$ cat src/rtl/br_update_pkg.sv
// Types and helpers shared by the branch update queue and the branch predictor.
package br_update_pkg;

  localparam int HIST_W_DFLT = 5;
  localparam int CNT_W_DFLT  = 2;
  localparam int IDX_W_DFLT  = 2 * HIST_W_DFLT;

  typedef enum logic {INIT, RUN} updState_t;

  typedef struct packed {
    logic [IDX_W_DFLT-1:0] idx;
    logic [CNT_W_DFLT-1:0] cnt;
    logic                  taken;
  } brEntry_t;

  // PHT index: local history in the upper half, word-aligned PC bits below.
  function automatic logic [IDX_W_DFLT-1:0] phtIndex(input logic [HIST_W_DFLT-1:0] hist,
                                                     input logic [HIST_W_DFLT-1:0] pcBits);
    return {hist, pcBits};
  endfunction

endpackage

$ cat src/rtl/br_update_fifo.sv
// Circular buffer with compacted multi-entry push and peek/pop of the oldest
// PORTS entries; depth must be a power of two so pointers wrap for free.
module br_update_fifo
  import br_update_pkg::*;
#(
  parameter int W     = IDX_W_DFLT + CNT_W_DFLT + 1,
  parameter int DEPTH = 8,
  parameter int PORTS = 2
) (
  input  logic                       clk,
  input  logic                       rst,
  input  logic [PORTS-1:0]           pushValid,
  input  logic [W-1:0]               pushData [PORTS],
  input  logic [$clog2(DEPTH+1)-1:0] popCnt,
  output logic [W-1:0]               peekData [PORTS],
  output logic [PORTS-1:0]           peekValid,
  output logic [$clog2(DEPTH+1)-1:0] count
);

  localparam int PW = $clog2(DEPTH);
  localparam int CW = $clog2(DEPTH+1);

  logic [W-1:0]  mem [DEPTH];
  logic [PW-1:0] headPtr;
  logic [PW-1:0] tailPtr;
  logic [CW-1:0] pushCnt;

  always_comb begin
    pushCnt = '0;
    for (int i = 0; i < PORTS; i++) pushCnt = pushCnt + CW'(pushValid[i]);
  end

  always_ff @(posedge clk or posedge rst) begin
    if (rst) begin
      headPtr <= '0;
      tailPtr <= '0;
      count   <= '0;
    end else begin
      headPtr <= headPtr + PW'(popCnt);
      tailPtr <= tailPtr + PW'(pushCnt);
      count   <= count + pushCnt - popCnt;
    end
  end

  // Push ports are a valid prefix, so port i lands at tail+i.
  always_ff @(posedge clk) begin
    for (int i = 0; i < PORTS; i++) begin
      if (pushValid[i]) mem[tailPtr + PW'(i)] <= pushData[i];
    end
  end

  always_comb begin
    for (int i = 0; i < PORTS; i++) begin
      peekData[i]  = mem[headPtr + PW'(i)];
      peekValid[i] = (count > CW'(i));
    end
  end

endmodule

$ cat src/rtl/br_update_queue.sv
// Buffers resolved branches and drains them into a two-bank PHT, merging
// same-index pairs; initialises every PHT entry after reset.
//  state | meaning
//  INIT  | walking all PHT indices, writing the weakly-taken counter value
//  RUN   | draining queued updates, up to two PHT writes per cycle
module br_update_queue
  import br_update_pkg::*;
#(
  parameter int LANES  = 2,
  parameter int DEPTH  = 8,
  parameter int HIST_W = HIST_W_DFLT,
  parameter int CNT_W  = CNT_W_DFLT
) (
  input  logic                clk,
  input  logic                rst,
  input  logic [LANES-1:0]    resValid,
  input  logic [31:0]         resAddr     [LANES],
  input  logic [CNT_W-1:0]    resPrevCnt  [LANES],
  input  logic [HIST_W-1:0]   resPrevHist [LANES],
  input  logic [LANES-1:0]    resTaken,
  input  logic [LANES-1:0]    resMispred,
  input  logic [LANES-1:0]    resIsCondBr,
  output logic                resReady,
  output logic [LANES-1:0]    phtWE,
  output logic [2*HIST_W-1:0] phtWA       [LANES],
  output logic [CNT_W-1:0]    phtWV       [LANES],
  output logic                recValid,
  output logic [HIST_W-1:0]   recIdx,
  output logic [HIST_W-1:0]   recHist,
  output logic                initBusy
);

  localparam int IDX_W = 2 * HIST_W;
  localparam int CW    = $clog2(DEPTH+1);
  localparam logic [CNT_W-1:0] INIT_CNT = CNT_W'(1) << (CNT_W-1);

  typedef struct packed {
    logic [IDX_W-1:0] idx;
    logic [CNT_W-1:0] cnt;
    logic             taken;
  } qEntry_t;

  localparam int EW = $bits(qEntry_t);

  function automatic logic [CNT_W-1:0] satStep(input logic [CNT_W-1:0] c, input logic up);
    if (up) return (c == '1) ? c : c + CNT_W'(1);
    return (c == '0) ? c : c - CNT_W'(1);
  endfunction

  updState_t        state, stateNxt;
  logic [IDX_W-1:0] initIdx, initIdxNxt;

  qEntry_t          laneEntry [LANES];
  logic [LANES-1:0] pushValid;
  logic [EW-1:0]    pushData  [LANES];
  logic [EW-1:0]    peekData  [LANES];
  logic [LANES-1:0] peekValid;
  logic [CW-1:0]    popCnt;
  logic [CW-1:0]    count;
  qEntry_t          head, nxt;
  logic             unusedBits;

  assign resReady = !rst && (state == RUN) && (count <= CW'(DEPTH - LANES));
  assign initBusy = (state == INIT);

  always_comb begin
    for (int i = 0; i < LANES; i++) begin
      laneEntry[i].idx   = {resPrevHist[i], resAddr[i][HIST_W+1:2]};
      laneEntry[i].cnt   = satStep(resPrevCnt[i], resTaken[i]);
      laneEntry[i].taken = resTaken[i];
    end
  end

  // Compact accepted lanes onto the lowest push ports, preserving lane order.
  always_comb begin
    int nEn;
    nEn       = 0;
    pushValid = '0;
    for (int j = 0; j < LANES; j++) pushData[j] = '0;
    for (int i = 0; i < LANES; i++) begin
      if (resValid[i] && resReady) begin
        for (int j = 0; j < LANES; j++) begin
          if (j == nEn) begin
            pushValid[j] = 1'b1;
            pushData[j]  = laneEntry[i];
          end
        end
        nEn++;
      end
    end
  end

  br_update_fifo #(.W(EW), .DEPTH(DEPTH), .PORTS(LANES)) uFifo (
    .clk      (clk),
    .rst      (rst),
    .pushValid(pushValid),
    .pushData (pushData),
    .popCnt   (popCnt),
    .peekData (peekData),
    .peekValid(peekValid),
    .count    (count)
  );

  assign head = peekData[0];
  assign nxt  = peekData[1];

  always_ff @(posedge clk or posedge rst) begin
    if (rst) begin
      state   <= INIT;
      initIdx <= '0;
    end else begin
      state   <= stateNxt;
      initIdx <= initIdxNxt;
    end
  end

  always_comb begin
    stateNxt   = state;
    initIdxNxt = initIdx;
    popCnt     = '0;
    phtWE      = '0;
    for (int i = 0; i < LANES; i++) begin
      phtWA[i] = '0;
      phtWV[i] = '0;
    end
    if (!rst) begin
      case (state)
        INIT: begin
          phtWE[0]   = 1'b1;
          phtWA[0]   = initIdx;
          phtWV[0]   = INIT_CNT;
          initIdxNxt = initIdx + IDX_W'(1);
          if (initIdx == '1) stateNxt = RUN;
        end
        RUN: begin
          if (peekValid[0]) begin
            phtWE[0] = 1'b1;
            phtWA[0] = head.idx;
            phtWV[0] = head.cnt;
            popCnt   = CW'(1);
            if (peekValid[1]) begin
              // Same index folds into one write; same bank otherwise waits a cycle.
              if (nxt.idx == head.idx) begin
                phtWV[0] = satStep(head.cnt, nxt.taken);
                popCnt   = CW'(2);
              end else if (nxt.idx[0] != head.idx[0]) begin
                phtWE[1] = 1'b1;
                phtWA[1] = nxt.idx;
                phtWV[1] = nxt.cnt;
                popCnt   = CW'(2);
              end
            end
          end
        end
        default: ;
      endcase
    end
  end

  always_comb begin
    recValid = 1'b0;
    recIdx   = '0;
    recHist  = '0;
    for (int i = LANES-1; i >= 0; i--) begin
      if (!rst && resValid[i] && resMispred[i] && resIsCondBr[i]) begin
        recValid = 1'b1;
        recIdx   = resAddr[i][HIST_W+1:2];
        recHist  = {resPrevHist[i][HIST_W-2:0], resTaken[i]};
      end
    end
  end

  always_comb begin
    unusedBits = head.taken;
    for (int i = 0; i < LANES; i++) begin
      unusedBits = unusedBits ^ (^{resAddr[i][31:HIST_W+2], resAddr[i][1:0]});
    end
  end

  aNoPushWhenNotReady: assert property (@(posedge clk) disable iff (rst)
    !((|resValid) && !resReady));

endmodule

$ cat config.mk
export PLATFORM = sky130hd
export DESIGN_NAME = br_update_queue
export DESIGN_NICKNAME = d
export VERILOG_FILES = /design/src/rtl/br_update_pkg.sv /design/src/rtl/br_update_fifo.sv /design/src/rtl/br_update_queue.sv
export SDC_FILE = /design/constraint.sdc
export NUM_CORES = 1
export LEC_CHECK = 0
export CAP_MARGIN = 20
export CORE_MARGIN = 1.5
export CORE_UTILIZATION = 50
export DETAILED_ROUTE_END_ITERATION = 12
export GPL_TIMING_DRIVEN = 0
export HOLD_SLACK_MARGIN = 0.02
export PLACE_DENSITY = 0.81
export SLEW_MARGIN = 20
export SYNTH_ARGS = -nofsm -noshare
export SYNTH_HDL_FRONTEND = slang
export SYNTH_SLANG_ARGS = --single-unit
$ cat constraint.sdc
create_clock -name clk -period 5.35 [get_ports clk]
set_input_delay 0.535 -clock clk [delete_from_list [all_inputs] [get_ports clk]]
set_output_delay 0.535 -clock clk [all_outputs]
set_load 0.1 [all_outputs]
# Word level (Yosys, flattened, before mapping)
# Memory sizes are Yosys's and may differ from the RTL's.
# Cells that the tools add are included.
dict set report word_totals {
  reg_bits 21
  mem_count 1
  in_bits 88
  ram_bits 104
}
# name depth word_bits rd rd_clocked_by_memory_dff write_ports line
set mem_list {}
lappend mem_list {uFifo.mem 8 13 2 0 2 br_update_fifo.sv:23} ;# logic [W-1:0] mem [DEPTH];
dict set report op_classes {
  eq_ne 7
  n_addsub 14
  n_mux 69
  reduce_logical 16
  order_cmp 3
  bitwise_logic 2
}
# op n
set op_table {}
lappend op_table {{2-to-1 mux 10 bit} 4}
lappend op_table {{2-to-1 mux 2 bit} 20}
lappend op_table {{2-to-1 mux 20 bit} 2}
lappend op_table {{2-to-1 mux 13 bit} 3}
lappend op_table {{equality test 2 x 32 -> 1 bit (first input constant)} 1}
lappend op_table {{zero test 32 bit} 1}
lappend op_table {{2-to-1 mux 4 bit} 8}
lappend op_table {{2-to-1 mux 26 bit} 1}
lappend op_table {{2-to-1 mux 1 bit} 24}
lappend op_table {{2-to-1 mux 5 bit} 4}
lappend op_table {{case mux 10 bit (2 select lines)} 1}
lappend op_table {{adder 10 x 1 -> 10 bit (second input constant)} 1}
lappend op_table {{equality test 10 bit} 1}
lappend op_table {{equality test 10 bit (second input constant)} 1}
lappend op_table {{logical AND 1 bit} 10}
lappend op_table {{> comparator 4 x 1 -> 1 bit (second input constant)} 2}
lappend op_table {{adder 2 x 1 -> 2 bit (second input constant)} 3}
lappend op_table {{adder 3 x 1 -> 3 bit (second input constant)} 2}
lappend op_table {{adder 3 bit} 2}
lappend op_table {{equality test 2 bit (second input constant)} 3}
lappend op_table {{zero test 2 bit} 3}
lappend op_table {{subtractor 2 x 1 -> 2 bit (second input constant)} 3}
lappend op_table {{adder 4 bit} 1}
lappend op_table {{<= comparator 4 x 3 -> 1 bit (second input constant)} 1}
lappend op_table {{8 further kinds} 9}

# Longest topological paths before layout
# An unclocked memory read counts as a cell.
dict set report depth {
  depth_word 14
  depth_mapped 20
  mapped_depth_nobuf 16
}

# By module
# From an unflattened synthesis, not the netlist that was laid out.
dict set report unflattened {
  hier_cells 637
  hier_area_um2 8245.4
}
# module instances seq_area_each_um2 cells_per_inst area_each_um2
set modules_own_cells {}
lappend modules_own_cells {br_update_fifo 1 3373.2 472 6881.6}
lappend modules_own_cells {br_update_queue 1 275.3 165 1363.8}

# Worst setup path after synthesis
# Ideal clock, no wire load.
dict set report synth_timing {
  path_kind {input-to-reg}
  from {input rst}
  to {memory uFifo.mem[4][0] in the netlist's numbering (enable)}
  setup_ns 0.401
  t_arrival_ns 6.430
  cell_stages 13
  slack_ns -1.481
  path_cell_list {inv_1 > nand2_1 > a311oi_1 > and2_1 > clkbuf_1 > clkbuf_1 > ha_1 > clkbuf_1 > nor2b_1 > clkbuf_1 > nand3_1 > clkbuf_1 > o21ai_0}
}
# item line
set synth_rtl {}
lappend synth_rtl {{start: declaration} br_update_queue.sv:15} ;# input logic rst,
lappend synth_rtl {{end: declaration} br_update_fifo.sv:23}

==> key figures <==
Routing
  – Number of DRC markers in iteration 0: 1078
  – Via Count: 6923
  – Remaining DRCs: 0
  – Routed metal-1 wirelength: 9493 um
  – Met3 WL: 3278 um
  – Met2 WL: 11940 um
  – Highest metal used: met4
  – Initial DRT Pass Iterations: 6
  – Drt wl/cell: 24.67 um
  – Drt via density: 6.625
  – Drt total wl: 25790 um
  – ANT nets after route: 0

Layout
  – Most frequent cells in the layout: edfxtp_1 (104), mux2i_1 (88), a21oi_1 (83), nand2_1 (76), clkdlybuf4s50_1 (56)
  – Area added between synthesis and finish: 21.50%
  – # diodes: 0
  – Sequential standard cell area: 0.003649 mm^2
  – Fin area: 0.01012 mm^2
  – # fillers: 1241
  – Most common cell after layout, fill and taps aside: edfxtp_1
  – Nets@finish: 919
  – Share of cells above drive strength 1: 17.58%
  – Finished Layout Cells: 1045
  – Area of the multi-input gates: 0.004419 mm^2

Yosys
  – Synth Area per Inst: 11.63 um^2
  – Cells after Synth: 716
  – Mapped Nets: 823
  – Mapped cell area: 0.008328 mm^2
  – #FFs+latches synth: 125
  – Synth cell types: 50
  – Count of flip-flops with a built-in enable after synthesis: 104
  – Sequential share of the synthesized area: 43.81%
  – Async SR Flop Fraction: 16.80%
  – Yosys warning count: 0
  – Top FF cell, synth: edfxtp_1

Clock tree
  – Clk_lat worst skew: 0.42 ns
  – TritonCTS clock tree: yes
  – Inserted Clock Buffers: 17
  – Post-CTS Hold Buffers: 0
  – H-tree depth: 4
  – Root buffer cell: clkbuf_16
  – Max Root-Sink Buffers: 2
  – Worst-path clk slew: 0.06 ns
  – Sink Count: 125

Timing
  – Clock skew: 0.006640 ns
  – Period utilization: 97.66%
  – Max-slew violations: 0
  – Rel. slew slack: 31.10%
  – FMAX: 191.4 MHz
  – RSZ-0062 raised after global routing: no
  – Final Critical Period: 5.225 ns
  – Final setup viols: 0
  – Hold Vio Cnt, Final: 0
  – Worst slew pin tran: 1.034 ns

Worst setup path
  – Setup CP Type: input port to flip-flop
  – Flop2flop setup slack: 0.38 ns
  – Startpoint types: input port
  – CP Max Fanout: 11
  – Critical Path RT: 5.48 ns
  – Crit end category: flip-flop
  – CP arrival: 5.36 ns

Global route
  – Initial antenna violation count: 0
  – Global-route wire length before repair: 39140 um
  – Number of global-route vias before repair: 6829
  – GRT Util Overall: 30.30%
  – Largest net degree at the start of global routing: 20
  – GRT overflow: 0

Place
  – # port buffers: 71
  – DP HPWL: 17940 um
  – GPL Wtd Cong: 0.9022
  – Post-placement cell area: 0.009482 mm^2
  – Placed Cells: 1014

Floorplanning
  – Initial Utilization: 50.76%
  – Die width: 132.1 um
  – Area of the die: 0.01744 mm^2
  – Row cnt: 47
  – Vert. Die Dim: 132.1 um
  – # IOs: 127
  – Core area: 0.01641 mm^2

Power and ir drop
  – Static Leakage: 3.800 nW
  – Pwr Density: 253.9 mW/mm^2
  – Max rail drop VDD: 0.0002453 V

Status
  – Status: complete, no violations

Flow run
  – Max Cap Viol: 0

Min path
  – Hold WC Path Type: flip-flop to flip-flop
## worst max-delay path: stages
cell,delay [ns]
clkdlybuf4s50_1,0.72
clkinvlp_4,0.32
nand2_1,0.14
a311oi_4,0.52
and2_1,0.30
clkbuf_2,0.30
clkbuf_2,0.32
ha_1,0.19
clkbuf_1,0.18
nor2b_1,0.15
clkbuf_1,0.18
nand3_1,0.45
clkbuf_2,0.47
o21ai_2,0.35
buf_6,0.23
## per-stage QoR
step / setup WS (ns) / hold WS, ns / util, % / TNS, ns / power (mW)
after floorplan: 0.01886 / 0.4585 / - / 0 / 1.294
after global placement: -1.839 / 0.4813 / 56.94 / -226.06 / 1.370
after detailed placement: -1.344 / 0.4866 / 57.79 / -174.69 / 1.382
after CTS: -0.0005098 / 0.4996 / 61.68 / -0.0005098 / 2.572
after global routing: 0.03595 / 0.5249 / 61.67 / 0 / 2.628
final: 0.1252 / 0.5062 / 61.67 / 0 / 2.569
## worst paths after layout
check | startpoint | endpoint | cells after the start
min reg2reg | initIdx[7]$_DFFE_PP0P_ | initIdx[7]$_DFFE_PP0P_ | 1
max reg2reg | uFifo.headPtr[0]$_DFF_PP0_ | uFifo.count[3]$_DFF_PP0_ | 17
min | initIdx[7]$_DFFE_PP0P_ | initIdx[7]$_DFFE_PP0P_ | 1
max in group asynchronous | rst | uFifo.tailPtr[2]$_DFF_PP0_ | 2
min in group asynchronous | rst | initIdx[8]$_DFFE_PP0P_ | 2
max | rst | uFifo.mem[4][1]$_DFFE_PP_ | 15
## power breakdown
| part | internal, mW | switching, mW | leakage [nW] | total (mW) |
|---|---|---|---|---|
| Clock | 0.770 | 0.432 | 0.294 | 1.20 |
| Combinational | 0.0849 | 0.181 | 2.53 | 0.266 |
| Sequential | 1.07 | 0.0341 | 0.971 | 1.10 |
## state kept, by name, summed over array words and instances (netlist names)
register	count
uFifo.mem	104
initIdx	10
uFifo.count	4
uFifo.headPtr	3
uFifo.tailPtr	3
state	1
## final cells by class
cell class	count	area share, %
buffer	49	2.510
clock buffer	18	4.241
clock inverter	14	1.731
inverter	24	0.9274
multi-input combinational	515	43.67
sequential	125	36.06
tap	220	2.720
timing repair buffer	79	8.087
timing repair inverter	1	0.04946
## cell usage after synthesis, types with 4 or more instances
library cell	n	area, um^2
a21oi_1	84	420.4
a22o_1	11	96.34
a22oi_1	10	75.07
and3_1	5	31.28
buf_1	4	15.01
buf_2	11	55.05
buf_4	9	67.56
clkbuf_1	26	97.59
dfrtp_1	21	525.5
edfxtp_1	104	3123
fa_1	4	80.08
ha_1	15	187.7
inv_1	24	90.09
mux2_2	9	101.4
mux2i_1	88	880.8
mux4_2	44	991.0
nand2_1	76	285.3
nand2b_1	6	37.54
nand3_1	7	35.03
nand3b_1	6	45.04
nand4_1	8	50.05
nor2_1	18	67.56
nor2b_1	4	25.02
nor3_1	10	50.05
nor3b_1	12	90.09
o21ai_0	31	155.2
o22ai_1	4	25.02
xnor2_1	17	148.9
xor2_1	17	148.9
## routing by layer
metal	GRT usage [%]	vias to the layer above
met5	0	-
li1	-	2925
met4	12.41	0
met3	9.419	113
met1	39.74	3295
met2	47.03	590
## timing repair
action	4_1_cts	5_1_grt
endpoints found under the setup margin	206	38
gates resized for setup	58	4
cloned	1	0
buffers inserted	1	0
## cell families (layout without fill, tap and decap cells)
kind of cell             after synthesis  in the layout  synth area share (%)
AND/OR/NAND/NOR                      159            159                 9.150
AO/OA/AOI/OAI                        154            154                 10.77
buffers and inverters                 76            185                 4.101
flip-flops                           125            125                 43.81
XOR/XNOR                              35             35                 3.906
adder cells (fa/ha/maj)               22             22                 3.576
multiplexers                         145            145                 24.68
Note: power is estimated with default switching activity, not from simulation.
